<file path="config.mk">
export PLATFORM = sky130hd
export DESIGN_NAME = mem_arbiter
export DESIGN_NICKNAME = d
export VERILOG_FILES = /design/src/rtl/mem_arbiter.sv
export SDC_FILE = /design/constraint.sdc
export NUM_CORES = 1
export LEC_CHECK = 0
export CAP_MARGIN = 20
export CORE_AREA = 2 2 107 109
export CTS_BUF_LIST = sky130_fd_sc_hd__clkbuf_16
export DETAILED_ROUTE_END_ITERATION = 12
export DIE_AREA = 0 0 109 111
export MAX_ROUTING_LAYER = met4
export PLACE_DENSITY = 0.75
export SYNTH_ARGS = -nofsm -noshare
export SYNTH_HDL_FRONTEND = slang
export SYNTH_SLANG_ARGS = --single-unit
export TNS_END_PERCENT = 50
</file>
<file path="constraint.sdc">
create_clock -name clk -period 2.5 [get_ports clk]
set_clock_uncertainty 0.05 [all_clocks]
set_input_delay 0.5 -clock clk [delete_from_list [all_inputs] [get_ports clk]]
set_output_delay 0.5 -clock clk [all_outputs]
set_load 0.03 [all_outputs]
</file>
<file path="src/rtl/mem_arbiter.sv">
// Two-client (I-cache / D-cache) line-burst arbiter onto one shared memory word port.
// Contention alternates between clients; every grant runs a full LINE_WORDS burst then one DONE cycle.
module mem_arbiter #(
  parameter int LINE_WORDS = 8
) (
  input  logic                          clk,
  input  logic                          reset,
  input  logic                          i_req,
  input  logic [31:0]                   i_addr,
  output logic                          i_rvalid,
  output logic [31:0]                   i_rdata,
  output logic [$clog2(LINE_WORDS)-1:0] i_widx,
  output logic                          i_done,
  input  logic                          d_req,
  input  logic                          d_we,
  input  logic [31:0]                   d_addr,
  input  logic [31:0]                   d_wdata,
  output logic                          d_rvalid,
  output logic [31:0]                   d_rdata,
  output logic [$clog2(LINE_WORDS)-1:0] d_widx,
  output logic                          d_done,
  output logic                          d_wack,
  output logic                          mem_req,
  output logic                          mem_we,
  output logic [31:0]                   mem_addr,
  output logic [31:0]                   mem_wdata,
  input  logic [31:0]                   mem_rdata,
  input  logic                          mem_ready
);
  localparam int IDX_W  = $clog2(LINE_WORDS);
  localparam int BASE_W = 30 - IDX_W;

  typedef enum logic [1:0] {IDLE, I_BURST, D_BURST, DONE} state_t;

  state_t              state_reg;
  logic [IDX_W-1:0]    idx_reg;
  logic [BASE_W-1:0]   base_reg;
  logic                we_reg;
  logic                owner_d_reg;
  logic                last_d_reg;
  logic                grant_d;
  logic                in_i;
  logic                in_d;
  logic                in_burst;
  logic                unused_addr_bits;

  // Word offset bits of the request addresses are regenerated from idx_reg.
  assign unused_addr_bits = ^{i_addr[IDX_W+1:0], d_addr[IDX_W+1:0]};

  // D wins when alone, or on a tie when I was granted last.
  assign grant_d = d_req && (!i_req || !last_d_reg);

  always_ff @(posedge clk or negedge reset) begin
    if (!reset) begin
      state_reg   <= IDLE;
      idx_reg     <= '0;
      base_reg    <= '0;
      we_reg      <= 1'b0;
      owner_d_reg <= 1'b0;
      last_d_reg  <= 1'b0;
    end else begin
      case (state_reg)
        IDLE: begin
          if (i_req || d_req) begin
            owner_d_reg <= grant_d;
            last_d_reg  <= grant_d;
            we_reg      <= grant_d && d_we;
            base_reg    <= grant_d ? d_addr[31:IDX_W+2] : i_addr[31:IDX_W+2];
            idx_reg     <= '0;
            state_reg   <= grant_d ? D_BURST : I_BURST;
          end
        end
        I_BURST, D_BURST: begin
          if (mem_ready) begin
            // Wraps to 0 on the last word, leaving idx cleared for DONE.
            idx_reg <= idx_reg + 1'b1;
            if (idx_reg == IDX_W'(LINE_WORDS - 1)) begin
              state_reg <= DONE;
            end
          end
        end
        DONE:    state_reg <= IDLE;
        default: state_reg <= IDLE;
      endcase
    end
  end

  assign in_i     = (state_reg == I_BURST);
  assign in_d     = (state_reg == D_BURST);
  assign in_burst = in_i || in_d;

  assign mem_req   = in_burst;
  assign mem_we    = in_burst && we_reg;
  assign mem_addr  = in_burst ? {base_reg, idx_reg, 2'b00} : 32'd0;
  assign mem_wdata = in_burst ? d_wdata : 32'd0;

  assign i_rvalid = in_i && mem_ready;
  assign i_rdata  = i_rvalid ? mem_rdata : 32'd0;
  assign i_widx   = in_i ? idx_reg : '0;
  assign i_done   = (state_reg == DONE) && !owner_d_reg;

  assign d_rvalid = in_d && !we_reg && mem_ready;
  assign d_wack   = in_d && we_reg && mem_ready;
  assign d_rdata  = d_rvalid ? mem_rdata : 32'd0;
  assign d_widx   = in_d ? idx_reg : '0;
  assign d_done   = (state_reg == DONE) && owner_d_reg;

endmodule

</file>
# After elaboration in Yosys (flattened, before gate mapping)

Cells that the tools add are included.

Register bits: 34
Bits of input ports: 134
Word-level logic and storage cells: 50

$add $sub $neg: 1
Equality and inequality tests: 7
Muxes and demuxes: 15
Reduce and logical (&&, ||, !) cells: 22

Operator list:

| cell                | count |
|---|---|
| $mux 32             | 4 |
| $mux 27             | 1 |
| $mux 3              | 4 |
| $logic_and 1x1->1   | 10 |
| $mux 2              | 4 |
| $ne 2x2->1 const B  | 3 |
| $pmux 2 s3          | 1 |
| $pmux 3 s2          | 1 |
| $reduce_and 3->1    | 2 |
| $eq 2x2->1 const B  | 2 |
| $add 3x1->3 const B | 1 |
| $eq 3x3->1 const B  | 1 |
| $logic_not 1->1     | 3 |
| $logic_or 1x1->1    | 3 |
| $eq 2x1->1 const B  | 1 |
| $logic_not 2->1     | 1 |
| $reduce_and 2->1    | 1 |
| $reduce_bool 2->1   | 1 |
| $reduce_or 2->1     | 1 |

# Longest topological paths before layout

Depth in word-level cells: 6
Depth in mapped cells: 8
Gate-level depth less buffers: 5

# Worst setup path before layout

OpenSTA, ideal clock, no wires.

Path kind: register to output
Start point: reg state_reg[0]
End point: out mem_addr[12]
Arrival: 1.697 ns
Required time: 1.950 ns
Setup slack: 0.253 ns
Stages on the path, launching flop included: 6
Buffers on the path: 2
Cells stage by stage: dfrtp_1 -> inv_1 -> ha_1 -> buf_2 -> clkbuf_1 -> and2_1

Cells in the longest elaborated chain, start to end: 3
Elaborated cells on any way between the ends: 4

RTL lines:

| item                                     | line   | RTL |
|---|---|---|
| start: declaration                       | 35     | `state_t state_reg;` |
| start signal: assignment                 | 70     | `state_reg <= grant_d ? D_BURST : I_BURST;` |
| $eq 2x1->1 or $eq 2x2->1 (tied branches) | 88, 89 |  |
| $logic_or 1x1->1 *                       | 90     | `assign in_burst = in_i \|\| in_d;` |
| named net mem_req                        | 23     | `output logic mem_req,` |
| $mux 32 *                                | 94     | `assign mem_addr = in_burst ? {base_reg, idx_reg, 2'b00} : 32'd0;` |
| end: declaration                         | 25     | `output logic [31:0] mem_addr,` |

Mark *: on every way through the listed nets, which the timed path passes. The rest lies on a longest branch.

# Worst setup path in the final report

Start point: reg state_reg[0]
End point: out d_widx[1]

Cells in the longest elaborated chain, start to end: 2

RTL lines:

| item             | line | RTL |
|---|---|---|
| $eq 2x2->1       | 89   | `assign in_d = (state_reg == D_BURST);` |
| $mux 3           | 105  | `assign d_widx = in_d ? idx_reg : '0;` |
| end: declaration | 20   | `output logic [$clog2(LINE_WORDS)-1:0] d_widx,` |

Every way passes these cells.

==> reports/results.ini <==
[clock_network]
clk_latency_ps=270
clk_path_buf_depth=2
htreeDepth=2
clock-sinks=34
cts-root-buf=clkbuf_16
cts-buffers-inserted=5
clk_pin_slew_ps=60
cts_tree=yes

[sta]
slew_violations=0
worst_pin_slew_ps=807.8
fin_crit_ps=2391
tns_ps=0
finalHoldViolCount=0
fmax_mhz=418.3
rsz0062_at_grt=no
setup_viol=0
slew_headroom_pct=46.15
finalCritPeriodShare_pct=95.63

[routing]
post_drt_wl_per_cell_microns=14.82
routed_wl_microns=11010
drtAntennaViolNets=0
drt_iter0_drc=245
drc=0
dr.pass1.iters=4
vias_per_cell=4.440
vias=3299

[power]
swShare_pct=51.80
p_switching_uw=3693
p_per_area_nw_per_um2=1340
finalPower_uw=7128
comb_power_share_pct=77.9
seq_power_share_pct=13.9
clkPwrFrac_pct=8.1
p_int_uw=3436
power.leakage_uw=0.002605
ir_drop_mv=0.8282

[synthesis]
syn_inst=349
seq_area_frac_synth_pct=31.47
synth-seq-cells=34
synthesis.area_sq_um=2704
ys_types=28
synth_commonest_cells=103 x and2_1, 51 x a21oi_1, 34 x dfrtp_1
yosysMostFrequentCell=and2_1
yosys.area.top_type=dfrtp_1
ys_warn_count=0
async_flop_share_pct=100.0
synth.area.top_cells=dfrtp_1 31%, and2_1 24%, a21oi_1 9.4%
synth_edf_count=0
synth_ff_type=dfrtp_1
syn_area_per_cell_sq_um=7.747
synth_top_area_share_pct=31.47

[global_routing]
grt_pass1_wl_microns=16700
grt_overflow_total=0
grt_pass1_vias=3241
antenna_found_initial=1
grt.total_usage_pct=17.94
grt_max_degree=48

[cells_and_area]
drive_gt1_share_pct=27.05
nets=738
fillers=1046
largest_reg_flops=27
area_growth_pct=96.81
seqCellArea_sq_um=850.8
multi_input_area_sq_um=1644
final_area_sq_um=5321

[setup_path]
rr_worst_depth=6
path_cells=inv_1, ha_1, and2_1, clkdlybuf4s50_1
cp_max_fo=5
worstSetupPathType=reg -> out
cp.arrival_ps=1840
cp.depth=4
cp.required_ps=1950
r2r_start=state_reg[0]
endpoint_kind=output port
crit_family=buffers and inverters
slowest_delay_ps=690
r2r_end=idx_reg[0]
r2r_slack_ps=480
crit_slowest_cell=clkdlybuf4s50_1
path_buf_inv=2
critical_path.startpoint_type=flip-flop

[place]
gp_congestion=0.7859
hpwl_microns=8848
io_buffers=262
place_area_sq_um=5179

[floorplan]
io_pins=275
fp.dieW_microns=109
rows=39
die_y_microns=111
start_util_pct=24.41
dieArea_sq_um=12100
core_area_sq_um=11080

[run_status]
outcome=completed

[hold_path]
hold_path_class=in -> async

[run]
max_cap_viol_count=0

## cell usage in the layout (no fill, tap or decap), types with 3 or more instances in the layout
| cell type | instances |
|---|---|
| and3_1 | 33 |
| nand2_1 | 31 |
| a31oi_1 | 3 |
| clkdlybuf4s50_1 | 126 |
| clkbuf_16 | 5 |
| buf_12 | 10 |
| ha_1 | 6 |
| a21oi_2 | 5 |
| buf_4 | 135 |
| inv_1 | 5 |
| dfrtp_1 | 34 |
| and2_1 | 103 |
| nor2b_1 | 4 |
| a21oi_1 | 51 |
| nor2_1 | 29 |
## worst max-delay path by stage
stage	startpoint	endpoint	slack, ps
final	state_reg[0]	d_widx[1]	110
after global routing	state_reg[0]	d_widx[1]	5
after CTS	state_reg[0]	d_widx[1]	70
after detailed placement	mem_ready	idx_reg[0]	260
after global placement	mem_ready	d_rdata[13]	280
after floorplan	state_reg[0]	mem_addr[12]	250
## kinds of logic (layout without fill, tap and decap cells)
| kind of cell | Yosys count | in the layout | share of synthesized area (%) |
|---|---|---|---|
| buffers and inverters | 36 | 285 | 7.866 |
| AND/OR/NAND/NOR | 201 | 201 | 40.95 |
| multiplexers | 3 | 3 | 1.157 |
| other | 1 | 3 | 0.1387 |
| adder cells (fa/ha/maj) | 6 | 6 | 2.776 |
| AO/OA/AOI/OAI | 68 | 68 | 15.64 |
| flip-flops | 34 | 34 | 31.47 |
## per-layer routing
layer  share of wire, %  global-route usage [%]  vias to the layer above
met5                  0                       -                        -
met2                 51                   31.55                      142
met3                8.5                   4.292                        4
met4               0.52                   3.419                        0
li1                   -                       -                     1627
met1                 40                   20.62                     1526
## worst register-to-register path: cells and delay by family, from the launching register on
kind,cells,cell delay [ps]
flops,1,400
mux,1,360
fa+ha+maj,1,350
compound gates,1,300
buf+inv,2,270
simple gates,1,170
## area by class of cell
| type | count | share of cell area (%) |
|---|---|---|
| diodes | 1 | 0.04703 |
| clock buffers | 5 | 2.351 |
| clock inverters | 3 | 0.2351 |
| inverters | 4 | 0.2822 |
| multi-input cells | 280 | 30.90 |
| flip-flops and latches | 34 | 15.99 |
| well taps | 143 | 3.362 |
| repair buffers | 273 | 46.84 |
## through the flow
step / utilization (%) / instances / hold WS (ps) / setup slack, ps
after global routing: 48.04 / 743 / 322.1 / 5.302
after global placement: 46.75 / 734 / 446.7 / 283.3
after floorplan: - / 350 / 154.4 / 252.9
after detailed placement: 46.75 / 734 / 444.1 / 259.4
after CTS: 48.00 / 742 / 300.9 / 68.67
final: 48.04 / 743 / 268.6 / 109.3
## power groups by stage
| stage | Clock [uW] | Combinational, uW | Sequential [uW] |
|---|---|---|---|
| final | 579 | 5560 | 993 |
| after global routing | 620 | 5950 | 1030 |
| after CTS | 607 | 5640 | 998 |
| after detailed placement | 0 | 5610 | 1000 |
| after global placement | 0 | 5550 | 987 |
| after floorplan | 0 | 3500 | 950 |
## what timing repair did
action                                  CTS  global route
resized for setup                         0             1
endpoints found under the setup margin    0             1
buffers inserted                          0             0
hold buffers                              0             0
Note: power is estimated with default switching activity, not from simulation.
